## src/rtl/sound_mix_pkg.sv

```systemverilog
// rtl/sound_mix_pkg.sv - shared types, defaults and width helpers for the channel mixer
package sound_mix_pkg;

  typedef enum logic [1:0] {
    IDLE = 2'd0,
    ACC  = 2'd1,
    OUT  = 2'd2
  } mix_state_t;

  localparam int DEF_NUM_CH   = 4;
  localparam int DEF_IN_W     = 4;
  localparam int DEF_GAIN_W   = 4;
  localparam int DEF_OUT_W    = 16;
  localparam int DEF_SHIFT    = 5;
  localparam int DEF_FADE_DIV = 3000;

  // One spare bit above the worst-case sum keeps the accumulator overflow-free.
  function automatic int acc_width(input int in_w, input int gain_w, input int num_ch);
    return in_w + gain_w + $clog2(num_ch) + 1;
  endfunction

  function automatic longint unsigned sat_limit(input int out_w);
    return (64'd1 << (out_w - 1)) - 64'd1;
  endfunction

endpackage

```

## src/rtl/sound_fade_ramp.sv

```systemverilog
// rtl/sound_fade_ramp.sv - per-channel level that walks one LSB toward its target on each step
module sound_fade_ramp
  import sound_mix_pkg::*;
#(
  parameter int GAIN_W = DEF_GAIN_W
) (
  input  logic              clk,
  input  logic              rst,
  input  logic              step,
  input  logic [GAIN_W-1:0] target,
  output logic [GAIN_W-1:0] level
);

  always_ff @(posedge clk) begin
    if (rst) begin
      level <= '0;
    end else if (step) begin
      if (level < target) begin
        level <= level + 1'b1;
      end else if (level > target) begin
        level <= level - 1'b1;
      end
    end
  end

endmodule

```

## src/rtl/sound_mixer.sv

```systemverilog
// rtl/sound_mixer.sv - N-channel ramped mixer with time-multiplexed MAC and saturating output
module sound_mixer
  import sound_mix_pkg::*;
#(
  parameter int NUM_CH   = DEF_NUM_CH,
  parameter int IN_W     = DEF_IN_W,
  parameter int GAIN_W   = DEF_GAIN_W,
  parameter int OUT_W    = DEF_OUT_W,
  parameter int SHIFT    = DEF_SHIFT,
  parameter int FADE_DIV = DEF_FADE_DIV
) (
  input  logic                     clk,
  input  logic                     rst,
  input  logic                     clk_3MHz_en,
  input  logic [NUM_CH*IN_W-1:0]   ch_sample,
  input  logic [NUM_CH-1:0]        ch_en,
  input  logic [NUM_CH*GAIN_W-1:0] ch_gain,
  output logic signed [OUT_W-1:0]  out,
  output logic                     out_valid,
  output logic                     overrun
);

  localparam int ACC_W  = acc_width(IN_W, GAIN_W, NUM_CH);
  localparam int PROD_W = IN_W + GAIN_W;
  localparam int IDX_W  = (NUM_CH > 1) ? $clog2(NUM_CH) : 1;
  localparam int DIV_W  = (FADE_DIV > 1) ? $clog2(FADE_DIV) : 1;
  localparam longint unsigned SAT_LIM = sat_limit(OUT_W);

  logic [DIV_W-1:0]       div_cnt;
  logic                   step;
  logic [GAIN_W-1:0]      level [NUM_CH];
  mix_state_t             state, state_nxt;
  logic [IDX_W-1:0]       idx;
  logic [NUM_CH*IN_W-1:0] snap;
  logic [ACC_W-1:0]       acc, acc_nxt;
  logic [PROD_W-1:0]      prod;
  logic [63:0]            scaled;
  logic                   last_ch;

  // The divider sees every tick, including ticks dropped by a busy sequencer.
  assign step = clk_3MHz_en && (div_cnt == DIV_W'(FADE_DIV - 1));

  always_ff @(posedge clk) begin
    if (rst) begin
      div_cnt <= '0;
    end else if (clk_3MHz_en) begin
      div_cnt <= step ? '0 : div_cnt + 1'b1;
    end
  end

  for (genvar i = 0; i < NUM_CH; i++) begin : g_ch
    sound_fade_ramp #(.GAIN_W(GAIN_W)) u_ramp (
      .clk    (clk),
      .rst    (rst),
      .step   (step),
      .target (ch_en[i] ? ch_gain[i*GAIN_W +: GAIN_W] : '0),
      .level  (level[i])
    );
  end

  assign prod    = PROD_W'(snap[idx*IN_W +: IN_W]) * PROD_W'(level[idx]);
  assign acc_nxt = acc + ACC_W'(prod);
  assign last_ch = (idx == IDX_W'(NUM_CH - 1));
  assign scaled  = 64'(acc_nxt) << SHIFT;

  always_comb begin
    state_nxt = state;
    case (state)
      IDLE:    if (clk_3MHz_en) state_nxt = ACC;
      ACC:     if (last_ch) state_nxt = OUT;
      OUT:     state_nxt = IDLE;
      default: state_nxt = IDLE;
    endcase
  end

  // The final sum is latched on the last ACC edge so out and out_valid appear together in OUT.
  always_ff @(posedge clk) begin
    if (rst) begin
      state     <= IDLE;
      idx       <= '0;
      acc       <= '0;
      snap      <= '0;
      out       <= '0;
      out_valid <= 1'b0;
      overrun   <= 1'b0;
    end else begin
      state     <= state_nxt;
      out_valid <= 1'b0;
      if (clk_3MHz_en && state != IDLE) overrun <= 1'b1;
      case (state)
        IDLE: begin
          if (clk_3MHz_en) begin
            snap <= ch_sample;
            acc  <= '0;
            idx  <= '0;
          end
        end
        ACC: begin
          acc <= acc_nxt;
          idx <= idx + 1'b1;
          if (last_ch) begin
            out       <= (scaled > SAT_LIM) ? $signed(OUT_W'(SAT_LIM)) : $signed(OUT_W'(scaled));
            out_valid <= 1'b1;
          end
        end
        default: ;
      endcase
    end
  end

endmodule

```

## config.mk

```make
export PLATFORM = sky130hd
export DESIGN_NAME = sound_mixer
export DESIGN_NICKNAME = d
export VERILOG_FILES = /design/src/rtl/sound_mix_pkg.sv /design/src/rtl/sound_fade_ramp.sv /design/src/rtl/sound_mixer.sv
export SDC_FILE = /design/constraint.sdc
export NUM_CORES = 1
export LEC_CHECK = 0
export CORE_UTILIZATION = 30
export DETAILED_ROUTE_END_ITERATION = 12
export PLACE_DENSITY_LB_ADDON = 0.3
export REMOVE_ABC_BUFFERS = 1
export SYNTH_ARGS = -nofsm -noshare
export SYNTH_HDL_FRONTEND = slang
export SYNTH_SLANG_ARGS = --single-unit
```

## constraint.sdc

```tcl
create_clock -name clk -period 5.15 [get_ports clk]
set_input_delay 1.03 -clock clk [delete_from_list [all_inputs] [get_ports clk]]
set_output_delay 1.03 -clock clk [all_outputs]
set_load 0.05 [all_outputs]
```

==> results.py <==
metrics = {
    "outcome": {
        "status": "complete, no violations",
    },
    "drt": {
        "vias_per_cell": 4.899,
        "dr.pass1.iters": 4,
        "vias": 3958,
        "wl_per_cell_um": 13.29,
        "initialDrtViolationCount": 192,
        "drc": 0,
        "detail-route-antenna-nets": 0,
        "wl_um": 10740,
    },
    "timing": {
        "min_period_ns": 4.542,
        "finalCritPeriodShare_pct": 88.19,
        "max_freq_mhz": 220.2,
        "hold_violations": 0,
        "setup-tns-final_ns": 0,
        "relSlewSlack_pct": 31.72,
        "final-setup-viol-count": 0,
        "worst_slew_pin_slew_ns": 1.022,
        "rsz0062_at_grt": "false",
        "skew_ns": 0.008949,
        "slew_viol_final": 0,
    },
    "logic_synthesis": {
        "ys_seq_area_share_pct": 30.61,
        "async_flop_share_pct": 0,
        "ys_ff_latch": 72,
        "syn_inst": 554,
        "synth_flop_cell": "dfxtp_1",
        "yosysUniqueCellTypes": 57,
        "synth_compound_gate_area_share_pct": 17.16,
        "netlist_area_mm2": 0.004710,
        "muxShareOfSynthArea_pct": 4.782,
        "synthSimpleGateAreaFrac_pct": 20.86,
        "postSynthAreaPerCell_um2": 8.501,
        "yosysWarnings": 0,
        "synth_xor_area_share_pct": 3.533,
        "synth_top_family_by_area": "simple AND/OR/NAND/NOR gates",
        "synth-edff-count": 0,
        "synthAdderAreaFrac_pct": 17.22,
    },
    "placement": {
        "io_buffers": 55,
        "placed_area_mm2": 0.005371,
        "place_hpwl_um": 8198,
        "gp_congestion": 0.8944,
    },
    "clock_tree": {
        "clk_latency_ns": 0.34,
        "htreeDepth": 3,
        "numCtsBuffers": 9,
        "cts_hold_buf": 0,
        "cts_root_buf": "clkbuf_16",
        "cts_setup_buffers": 0,
        "post_cts_resized": 0,
        "cts.path.max_buffers": 2,
        "cts.clk_slew.worst_paths_ns": 0.06,
        "cts_tree": "yes",
        "cts_num_sinks": 72,
    },
    "hold_path": {
        "hp-start": "overrun",
        "holdPathEnd": "overrun",
        "holdPathStages": 2,
        "hp-class": "flip-flop to flip-flop",
    },
    "final_layout": {
        "drive_above_1_share_pct": 6.365,
        "nets": 688,
        "antenna_cells_inserted": 0,
        "areaGrowthSynthToFinish_pct": 20.59,
        "fin_area_mm2": 0.005679,
        "fillers": 1563,
    },
    "floorplanning": {
        "die_w_um": 127.3,
        "start_util_pct": 30.87,
        "ios": 57,
        "die-area_mm2": 0.01620,
        "row_count": 45,
        "die_h_um": 127.3,
        "design.core.area_mm2": 0.01526,
    },
    "global_route": {
        "antenna_found_initial": 0,
        "grt_max_degree": 43,
        "track_usage_pct": 14.11,
        "grt_pass1_wl_um": 18170,
        "grt.overflow.total": 0,
        "grt_pass1_vias": 3922,
    },
    "critical_path": {
        "arrival_ns": 4.77,
        "required_ns": 5.38,
        "worstReg2RegEnd": "out[12]",
        "critPathLaunchType": "flip-flop",
        "critPathKind": "flip-flop to flip-flop",
        "crit_path_max_fanout": 11,
        "crit_path_end_kind": "flip-flop",
        "reg2regPathDepth": 13,
        "r2r-start": "idx[0]",
        "r2r_slack_ns": 0.61,
    },
    "power_and_ir_drop": {
        "ir_drop_v": 0.0001307,
        "p_leak_nw": 2.239,
        "swShare_pct": 23.69,
        "clock_power_share_pct": 47.3,
        "power_switching_uw": 320.4,
        "p_int_mw": 1.032,
        "powerDensity_mw_per_mm2": 238.1,
        "seqPwrFrac_pct": 42.8,
        "comb_power_share_pct": 9.8,
        "p_total_mw": 1.352,
    },
    "job": {
        "max_cap_viol_count": 0,
    },
}
## placed cells by master (no fill, tap or decap), types with 3 or more instances in the layout
cell / count
xor2_1: 7
xnor2_1: 12
nand3_1: 26
o211ai_1: 5
clkbuf_16: 9
a211oi_1: 15
fa_1: 13
nor2_1: 47
o31ai_1: 3
a211o_1: 9
o21bai_1: 4
dfxtp_1: 72
nor2b_1: 12
nand4_1: 3
ha_1: 44
inv_1: 29
a311oi_1: 7
mux4_2: 8
a21oi_1: 56
nand2_1: 81
clkdlybuf4s50_1: 54
o21ai_0: 11
nand2b_1: 5
and2_1: 19
## registers in the layout, indices dropped and copies added (netlist names)
signal and count:
acc 11, g_ch.u_ramp.level 16, out 11, div_cnt 12, out_valid 1, idx 2, overrun 1, state 2
snap 16
## per-stage QoR
step	utilization, %	instances	hold slack [ns]	setup slack [ns]
after floorplan	-	524	0.4271	0.7367
after global placement	35.20	792	0.4529	0.7741
after detailed placement	35.20	792	0.4490	0.5935
after CTS	37.22	808	0.4571	0.5685
after global routing	37.22	808	0.4817	0.3036
final	37.22	808	0.4561	0.6084
## Yosys cell counts, drive strengths merged (2+ instances only)
cell type,instances,area share (%)
clkbuf,15,1.2
mux2,4,0.96
nor2b,12,1.6
mux4,8,3.8
nand3,26,2.8
nand4,4,0.66
nand2,82,6.6
o2111ai,2,0.37
a311oi,7,1.3
nand2b,5,0.66
a21oi,56,6.0
a211oi,17,2.9
and2,20,2.7
o31ai,3,0.48
and3,2,0.29
ha,44,12
dfxtp,72,31
o21ai,12,1.4
a211o,9,1.7
buf,15,2.3
o21bai,4,0.64
nor3,3,0.43
fa,13,5.5
xnor2,12,2.2
xor2,7,1.3
nor2,47,3.7
a21o,2,0.32
o211ai,5,0.80
inv,29,2.3
## metal layers
metal	track usage (%)	part of all wire [%]
met4	4.832	1.8
met2	24.56	49
met1	16.91	45
met5	0	0
met3	3.476	3.7
## worst max-delay path by stage
| stage | from | end | slack (ns) | cells after the start |
|---|---|---|---|---|
| after global placement | idx[0] | out[12] | 0.77 | 13 |
| after detailed placement | idx[0] | out[12] | 0.59 | 13 |
| after global routing | idx[0] | out[12] | 0.30 | 13 |
| final | idx[0] | out[12] | 0.61 | 13 |
| after CTS | idx[0] | out[12] | 0.57 | 13 |
| after floorplan | idx[0] | out[12] | 0.74 | 12 |
## power groups by stage
stage / Clock, mW / Combinational, mW / Sequential, mW
finish: 0.640 / 0.133 / 0.579
CTS: 0.659 / 0.135 / 0.579
global placement: 0 / 0.129 / 0.591
detailed placement: 0 / 0.134 / 0.592
global route: 0.680 / 0.148 / 0.581
floorplan: 0 / 0.0712 / 0.590
## kinds of logic after synthesis
logic type               count (synthesis)
AND/OR/NAND/NOR                        210
AO/OA/AOI/OAI                          124
flip-flops                              72
buffers and inverters                   59
adder cells (fa/ha/maj)                 57
XOR/XNOR                                19
multiplexers                            12
other                                    1
## critical path, stage by stage, from the launching register on
cell       delay, ns
dfxtp_1         0.64
mux4_2          0.62
nand2_1         0.11
fa_1            0.44
fa_1            0.52
fa_1            0.51
inv_1           0.04
ha_1            0.36
o211ai_1        0.33
o21ai_2         0.13
a2bb2oi_2       0.19
xor2_1          0.08
buf_4           0.18
a311oi_1        0.28
## area by class of cell
cell class | count | area, µm² | share of cell area, %
clock buffers | 12 | 256.5 | 4.516
repair buffers | 57 | 560.5 | 9.870
multi-input cells | 423 | 2997 | 52.76
flip-flops and latches | 72 | 1441 | 25.38
well taps | 211 | 264.0 | 4.649
clock inverters | 4 | 51.30 | 0.9033
inverters | 29 | 108.9 | 1.917
Note: power is estimated with default switching activity, not from simulation.
